**src/rtl/bcd_link_pkg.sv**
```systemverilog
// Shared types and constants for the HO/IM1/IM0 pulse-line link.
package bcd_link_pkg;

    typedef enum logic [2:0] {
        IDLE,
        HOPULSE,
        HOGAP,
        LOAD,
        BIT,
        GAP,
        FINAL
    } tx_state_t;

    localparam int unsigned DEF_WORDS     = 96;
    localparam int unsigned DEF_HO_LEN    = 32;
    localparam int unsigned DEF_PULSE_LEN = 24;
    localparam int unsigned DEF_GAP_LEN   = 8;

    // Receiver qualifies a pulse after this many clocks; PULSE_LEN must exceed it.
    localparam int unsigned RX_QUAL_LEN   = 21;

    localparam int unsigned TMR_W         = 8;
    localparam int unsigned WORD_W        = 16;
    localparam int unsigned BIT_W         = 4;
    localparam int unsigned CNTW_W        = 7;

    // Timer reload value for an interval of len clocks.
    function automatic logic [TMR_W-1:0] tmr_reload(input int unsigned len);
        return TMR_W'(len - 1);
    endfunction

endpackage

```
**src/rtl/pulse_timer.sv**
```systemverilog
// Down-counter timing HO, pulse and gap intervals; expires when it reaches 0.
module pulse_timer
    import bcd_link_pkg::*;
(
    input  logic             clk13MHz,
    input  logic             nRST,
    input  logic             load,
    input  logic [TMR_W-1:0] load_val,
    output logic             expired_c
);

    logic [TMR_W-1:0] cnt;

    always_ff @(posedge clk13MHz or negedge nRST) begin
        if (!nRST) begin
            cnt <= '0;
        end else if (load) begin
            cnt <= load_val;
        end else if (cnt != '0) begin
            cnt <= cnt - TMR_W'(1);
        end
    end

    assign expired_c = (cnt == '0);

endmodule

```
**src/rtl/transmitter_inform.sv**
```systemverilog
// Frame transmitter: HO marker pulse, then WORDS words sent MSB first as IM1/IM0 pulses.
module transmitter_inform
    import bcd_link_pkg::*;
#(
    parameter int unsigned WORDS     = DEF_WORDS,
    parameter int unsigned HO_LEN    = DEF_HO_LEN,
    parameter int unsigned PULSE_LEN = DEF_PULSE_LEN,
    parameter int unsigned GAP_LEN   = DEF_GAP_LEN
) (
    input  logic              clk13MHz,
    input  logic              nRST,
    input  logic              start,
    input  logic [WORD_W-1:0] din,
    input  logic              dVal,
    output logic              ready,
    output logic              HO,
    output logic              IM1,
    output logic              IM0,
    output logic              busy,
    output logic [CNTW_W-1:0] cntWord,
    output logic              TXdone
);

    localparam logic [TMR_W-1:0]  HO_RELOAD    = tmr_reload(HO_LEN);
    localparam logic [TMR_W-1:0]  PULSE_RELOAD = tmr_reload(PULSE_LEN);
    localparam logic [TMR_W-1:0]  GAP_RELOAD   = tmr_reload(GAP_LEN);
    localparam logic [CNTW_W-1:0] WORDS_LAST   = CNTW_W'(WORDS);

    tx_state_t          state;
    logic [WORD_W-1:0]  sr;
    logic [BIT_W-1:0]   cntBit;

    logic               tmr_load_c;
    logic [TMR_W-1:0]   tmr_val_c;
    logic               tmr_exp_c;
    logic               take_c;
    logic               last_bit_c;
    logic [CNTW_W-1:0]  next_word_c;

    assign take_c      = dVal && ready;
    assign last_bit_c  = (cntBit == BIT_W'(15));
    assign next_word_c = cntWord + CNTW_W'(1);

    // Timer reload on entry to each timed state, mirroring the FSM transitions.
    always_comb begin
        tmr_load_c = 1'b0;
        tmr_val_c  = '0;
        case (state)
            IDLE:    if (start)     begin tmr_load_c = 1'b1; tmr_val_c = HO_RELOAD;    end
            HOPULSE: if (tmr_exp_c) begin tmr_load_c = 1'b1; tmr_val_c = GAP_RELOAD;   end
            LOAD:    if (take_c)    begin tmr_load_c = 1'b1; tmr_val_c = PULSE_RELOAD; end
            BIT:     if (tmr_exp_c) begin tmr_load_c = 1'b1; tmr_val_c = GAP_RELOAD;   end
            GAP: begin
                if (tmr_exp_c && !last_bit_c) begin
                    tmr_load_c = 1'b1;
                    tmr_val_c  = PULSE_RELOAD;
                end
            end
            default: ;
        endcase
    end

    pulse_timer u_timer (
        .clk13MHz  (clk13MHz),
        .nRST      (nRST),
        .load      (tmr_load_c),
        .load_val  (tmr_val_c),
        .expired_c (tmr_exp_c)
    );

    always_ff @(posedge clk13MHz or negedge nRST) begin
        if (!nRST) begin
            state   <= IDLE;
            sr      <= '0;
            cntBit  <= '0;
            cntWord <= '0;
            ready   <= 1'b0;
            HO      <= 1'b0;
            IM1     <= 1'b0;
            IM0     <= 1'b0;
            busy    <= 1'b0;
            TXdone  <= 1'b0;
        end else begin
            case (state)
                IDLE: begin
                    if (start) begin
                        state   <= HOPULSE;
                        HO      <= 1'b1;
                        busy    <= 1'b1;
                        cntWord <= '0;
                    end
                end
                HOPULSE: begin
                    if (tmr_exp_c) begin
                        state <= HOGAP;
                        HO    <= 1'b0;
                    end
                end
                HOGAP: begin
                    if (tmr_exp_c) begin
                        state <= LOAD;
                        ready <= 1'b1;
                    end
                end
                LOAD: begin
                    if (take_c) begin
                        state  <= BIT;
                        ready  <= 1'b0;
                        sr     <= din;
                        cntBit <= '0;
                        IM1    <= din[WORD_W-1];
                        IM0    <= !din[WORD_W-1];
                    end
                end
                BIT: begin
                    if (tmr_exp_c) begin
                        state <= GAP;
                        IM1   <= 1'b0;
                        IM0   <= 1'b0;
                    end else begin
                        // Pulse line follows the current MSB for the whole bit.
                        IM1 <= sr[WORD_W-1];
                        IM0 <= !sr[WORD_W-1];
                    end
                end
                GAP: begin
                    if (tmr_exp_c) begin
                        sr     <= {sr[WORD_W-2:0], 1'b0};
                        cntBit <= cntBit + BIT_W'(1);
                        if (last_bit_c) begin
                            cntWord <= next_word_c;
                            if (next_word_c == WORDS_LAST) begin
                                state  <= FINAL;
                                TXdone <= 1'b1;
                            end else begin
                                state <= LOAD;
                                ready <= 1'b1;
                            end
                        end else begin
                            state <= BIT;
                            IM1   <= sr[WORD_W-2];
                            IM0   <= !sr[WORD_W-2];
                        end
                    end
                end
                FINAL: begin
                    state  <= IDLE;
                    TXdone <= 1'b0;
                    busy   <= 1'b0;
                end
                default: state <= IDLE;
            endcase
        end
    end

endmodule

```
**config.mk**
```make
export PLATFORM = sky130hd
export DESIGN_NAME = transmitter_inform
export DESIGN_NICKNAME = d
export VERILOG_FILES = /design/src/rtl/bcd_link_pkg.sv /design/src/rtl/pulse_timer.sv /design/src/rtl/transmitter_inform.sv
export SDC_FILE = /design/constraint.sdc
export NUM_CORES = 1
export LEC_CHECK = 0
export BUFFER_PORTS_ARGS = -buffer_cell sky130_fd_sc_hd__buf_2
export CELL_PAD_IN_SITES_DETAIL_PLACEMENT = 1
export CELL_PAD_IN_SITES_GLOBAL_PLACEMENT = 2
export CORE_ASPECT_RATIO = 0.9
export CORE_MARGIN = 3
export CORE_UTILIZATION = 38
export DETAILED_ROUTE_END_ITERATION = 16
export PLACE_DENSITY_LB_ADDON = 0.3
export SLEW_MARGIN = 20
export SYNTH_ARGS = -nofsm -noshare
export SYNTH_HDL_FRONTEND = slang
export SYNTH_SLANG_ARGS = --single-unit
```
**constraint.sdc**
```tcl
create_clock -name clk13MHz -period 4.2 [get_ports clk13MHz]
set_clock_uncertainty 0.1 [all_clocks]
set_input_delay 0.42 -clock clk13MHz [delete_from_list [all_inputs] [get_ports clk13MHz]]
set_output_delay 0.42 -clock clk13MHz [all_outputs]
set_load 0.05 [all_outputs]
```
Yosys cells after proc, flatten, opt, wreduce, memory -nomap -nowiden
Index checks and enable logic that the tools add are counted.

storage, ports and cells
  flip-flop bits (word level) = 44
  input bits = 20
  output and inout port bits = 13

cells by class
  add/sub/neg operators = 3
  equality and inequality tests = 18
  mux-type cells = 55
  reductions and logical operators = 26

operator list
  kind                   number
  $mux W16               2
  $pmux W16 S2           1
  $mux W3                9
  $mux W1                22
  $mux W7                3
  $ne A2 B2 Y1 const B   10
  $pmux W5 S4            1
  $pmux W3 S6            1
  $mux W8                2
  $mux W5                3
  $pmux W7 S2            1
  $reduce_and A4 Y1      3
  $reduce_and A6 Y1      2
  $reduce_bool A2 Y1     6
  $eq A3 B3 Y1 const B   3
  $pmux W1 S3            3
  $logic_not A8 Y1       1
  $mux W4                2
  $pmux W4 S2            1
  $reduce_bool A8 Y1     1
  $sub A8 B1 Y8 const B  1
  $add A7 B1 Y7 const B  1
  $eq A7 B7 Y1 const B   1
  $eq A3 B2 Y1 const B   2
  12 further kinds       20

Depth between registers and ports, before layout
  depth after elaboration = 6
  mapped depth = 8

Hierarchy
From an unflattened synthesis, not the netlist that was laid out.

second synthesis, totals
  cell total of the unflattened synthesis = 257
  area, all modules = 2496.1 um^2

modules (own cells, without submodules)
  module              instances  cells an instance  area each (um^2)
  transmitter_inform  1          203                2019.4
  pulse_timer         1          54                 476.7

Worst setup path after synthesis
Ideal clock, no wire load.

  path kind = reg-to-reg
  from = register cntWord[0]
  to = register TXdone
  setup time = 0.096 ns
  arrival = 1.894 ns
  path slack = 2.110 ns
  cell stages (with the launch flop) = 6
  clock period less this slack = 2.090 ns
  cells stage by stage = dfrtp_1 ha_1 nand3_1 o22a_1 or2_2 o31ai_1

between the ends
  longest elaborated chain between the ends = 4

ends and longest elaborated chain
  item                         line                       text
  start, declared              transmitter_inform.sv:20   output logic [CNTW_W-1:0] cntWord,
  start signal, assigned       transmitter_inform.sv:131  cntWord <= next_word_c;
  $add A7 B1 Y7                transmitter_inform.sv:42   assign next_word_c = cntWord + CNTW_W'(1);
  $eq A7 B7 Y1                 transmitter_inform.sv:132  if (next_word_c == WORDS_LAST) begin
  $ne A2 B2 Y1 (no line)       --
  $reduce_and A4 Y1 (no line)  --
  end signal, assigned         transmitter_inform.sv:82   TXdone <= 1'b0;
  end signal, assigned         transmitter_inform.sv:134  TXdone <= 1'b1;
  end signal, assigned         transmitter_inform.sv:148  TXdone <= 1'b0;
  end, declared                transmitter_inform.sv:21   output logic TXdone

Every way passes these cells.
A chain may end at the register's enable or synchronous reset.

Worst setup path after layout
  from = register state[0]
  to = register cntWord[3]

between the ends
  longest elaborated chain between the ends = 3
  elaborated cells between the ends (all ways) = 8
  classes of those cells = 4 x eq/ne; 1 x mux; 3 x reduce/logical

ends and longest elaborated chain
  item                                                                 line                      text
  start, declared                                                      transmitter_inform.sv:29  tx_state_t state;
  start signal, assigned                                               transmitter_inform.sv:73  state <= IDLE;
  start signal, assigned                                               transmitter_inform.sv:87  state <= HOPULSE;
  start signal, assigned                                               transmitter_inform.sv:95  state <= HOGAP;
  $eq A3 B3 Y1 / $logic_not A3 Y1 (equally long branches)              transmitter_inform.sv:84  case (state)
  $ne A2 B2 Y1 (no line) / $reduce_bool A2 Y1 (equally long branches)  --
  $reduce_and A4 Y1 (no line)                                          --

Several ways; a longest one is shown, not always the timed one.

==> results.py <==
metrics = {
    "outcome": {
        "status": "finished clean",
    },
    "route": {
        "vias": 1994,
        "drtAntennaViolNets": 0,
        "detailedRoute.firstIterationViolations": 97,
        "drt-wirelength-per-cell_um": 16.3,
        "viasPerCell": 5.37,
        "drc": 0,
        "routed_wl_um": 6030,
        "drtPass1Iterations": 4,
    },
    "logic_synthesis": {
        "yosysSeqAreaShare_pct": 45.9,
        "yosys_warnings": 0,
        "netlist_area_um2": 2400,
        "syn-num-nets": 283,
        "synth-edff-count": 0,
        "synthCells": 259,
        "syn_avg_cell_area_um2": 9.26,
        "ys_ff_latch": 44,
        "synthFlopType": "dfrtp_1",
        "synth_cell_types": 45,
        "ys_async_sr_fraction_pct": 100,
    },
    "cts": {
        "clk_pin_slew_worst_paths_ps": 80,
        "cts_tree": "yes",
        "htree_levels": 2,
        "ctsLongestPathBuffers": 2,
        "cts_resized": 0,
        "clockRootBuffer": "clkbuf_8",
        "cts.sinks": 44,
        "cts_inserted_buffers": 5,
        "insertion_delay_ps": 300,
        "cts_hold_buf": 0,
        "cts_setup_buffers": 0,
    },
    "pwr": {
        "p_seq_share_pct": 58.2,
        "power.internal_mw": 0.567,
        "p_sw_mw": 0.161,
        "p_sw_share_pct": 22.1,
        "pwr-share-clk_pct": 38.7,
        "power_density_nw_per_um2": 269,
        "vdd.ir_drop.worst_uv": 157,
        "power.leakage_nw": 1.12,
        "p_comb_share_pct": 3.1,
    },
    "sta": {
        "finalSetupTns_ps": 0,
        "slew_viol_final": 0,
        "post-route-period-util_pct": 58.2,
        "tightest_slew_ps": 945,
        "grt_setup_unrepaired": "no",
        "setup_viol": 0,
        "slew_headroom_pct": 37.0,
        "hold_violations": 0,
        "fin_crit_ps": 2440,
        "fmax_mhz": 409,
    },
    "layout": {
        "final.fill_count": 679,
        "antenna_cells": 0,
        "syn_to_final_growth_pct": 12.6,
        "drive_gt1_share_pct": 15.7,
        "nets": 310,
        "stdcell_count": 371,
        "post-route-util_pct": 45.9,
    },
    "grt": {
        "grt_pass1_vias": 2140,
        "grt_max_degree": 45,
        "overflow": 0,
        "grt_pass1_wl_um": 10500,
        "grtUsageTotal_pct": 18.0,
        "antenna_found_initial": 0,
    },
    "worst_setup_path": {
        "r2r-start": "state[0]",
        "startpoint": "state[0]",
        "crit_buf_inv": 0,
        "crit_type": "flop to flop",
        "worst_ep_required_time_ps": 4300,
        "crit_chain": "and3b_1, nand3_1, o31ai_1",
        "crit_arrival_ps": 2550,
        "reg2reg_slack_ps": 1760,
        "startpoint_type": "flop",
        "crit_path_end_kind": "flop",
        "slowest_delay_ps": 880,
        "crit_family": "simple AND/OR/NAND/NOR gates",
        "critPathSlowestCell": "and3b_1",
        "worstPathMaxFanout": 20,
    },
    "place": {
        "dp_cells": 363,
        "dp_hpwl_um": 4300,
        "place.gp.congestion": 0.761,
        "portBuffers": 32,
    },
    "floorplan": {
        "coreArea_um2": 5890,
        "rows": 26,
        "die_y_um": 81.4,
        "start_util_pct": 40.7,
        "ios": 33,
        "die_area_um2": 7300,
        "die_x_um": 89.7,
    },
    "hold_path": {
        "min_path_type": "input pin to async pin",
    },
    "run": {
        "cap_violations": 0,
    },
}
## power by group through the flow
stage	Clock, mW	Combinational (mW)	Sequential, mW
after floorplan	0	0.00438	0.432
after global placement	0	0.0232	0.432
after detailed placement	0	0.0234	0.432
after CTS	0.292	0.0234	0.423
after global routing	0.310	0.0264	0.423
final	0.282	0.0225	0.423
## flip-flops by register name (all words and copies together) (netlist names)
name         flops
u_timer.cnt      8
IM0              1
sr              16
cntBit           4
HO               1
IM1              1
ready            1
cntWord          7
state            3
TXdone           1
busy             1
## per-layer routing
layer | GRT usage (%) | vias to the layer above | wire (um)
met5 | 0 | - | 0
met4 | 4.90 | 0 | 70
met3 | 4.35 | 8 | 220
met2 | 31.1 | 29 | 2980
met1 | 23.0 | 983 | 2760
li1 | - | 974 | -
## cells in the mapped netlist, drive strengths merged, types with 2 or more instances
cell type  number  area share [%]
nand2b          2            0.84
o21ai          29             6.1
and3            3            0.78
a21oi          16             3.3
and2            4             1.0
inv             7             1.1
ha              4             2.1
o31ai          10             3.1
nand2          40             6.4
dfrtp          44              46
nand3b          2            0.63
nor3            7             1.5
nor2           14             2.2
mux2i          18             7.5
nand3           8             1.7
o21a            3            0.94
xnor2           5             1.8
buf             8             1.7
clkbuf          4            0.63
or3             2            0.52
o211ai          3            0.94
a31oi           3            0.78
nor2b           4             1.0
## layout by cell type (no fill, tap or decap), types with 4 or more instances in the layout
master / synthesis / final
xnor2_1: 5 / 5
o31ai_1: 10 / 10
mux2i_1: 18 / 18
nor2b_1: 4 / 4
dfrtp_1: 44 / 44
nand2_1: 39 / 39
a21oi_1: 16 / 16
ha_1: 4 / 4
nor2_1: 14 / 14
nor3_1: 7 / 7
inv_1: 7 / 7
o21ai_1: 17 / 17
buf_2: 8 / 31
o21ai_0: 12 / 12
clkbuf_8: 0 / 6
nand3_1: 8 / 8
and2_1: 4 / 4
## final timing paths
| path | end | cells after the start |
|---|---|---|
| max | cntWord[3] | 3 |
| min | u_timer.cnt[7] | 1 |
| max reg2reg | cntWord[3] | 3 |
| min reg2reg | sr[13] | 2 |
| max in group asynchronous | busy | 1 |
| min in group clk13MHz | sr[0] | 2 |
## cells by family after synthesis
family          after synthesis  share of synthesized area (%)
mux                          19                           8.14
xor+xnor                      6                           2.19
buf+inv                      19                           3.39
flops                        44                           45.9
compound gates               75                           19.2
simple gates                 92                           19.1
fa+ha+maj                     4                           2.09
## cell type report
type                    count  area (um2)  area share, %
flip-flops and latches     44        1100           40.8
well taps                  84         105           3.89
clock buffers               8        90.1           3.34
inverters                   7        26.3          0.973
repair buffers             32         163           6.02
multi-input cells         196        1210           45.0
## worst register-to-register path, cell delays in order (launching register included)
cell     delay (ps)
dfrtp_1         730
and3b_1         890
nand3_1         330
o31ai_1         310
## metrics by stage
stage	instance area [um2]	hold WS (ps)	worst slack [ps]	power, mW
floorplan	2400	24.4	2110	0.436
global placement	2610	369	1750	0.455
detailed placement	2610	382	1670	0.455
CTS	2700	231	1660	0.738
global route	2700	57.2	1480	0.760
finish	2700	10.1	1760	0.727
Note: power is estimated with default switching activity, not from simulation.
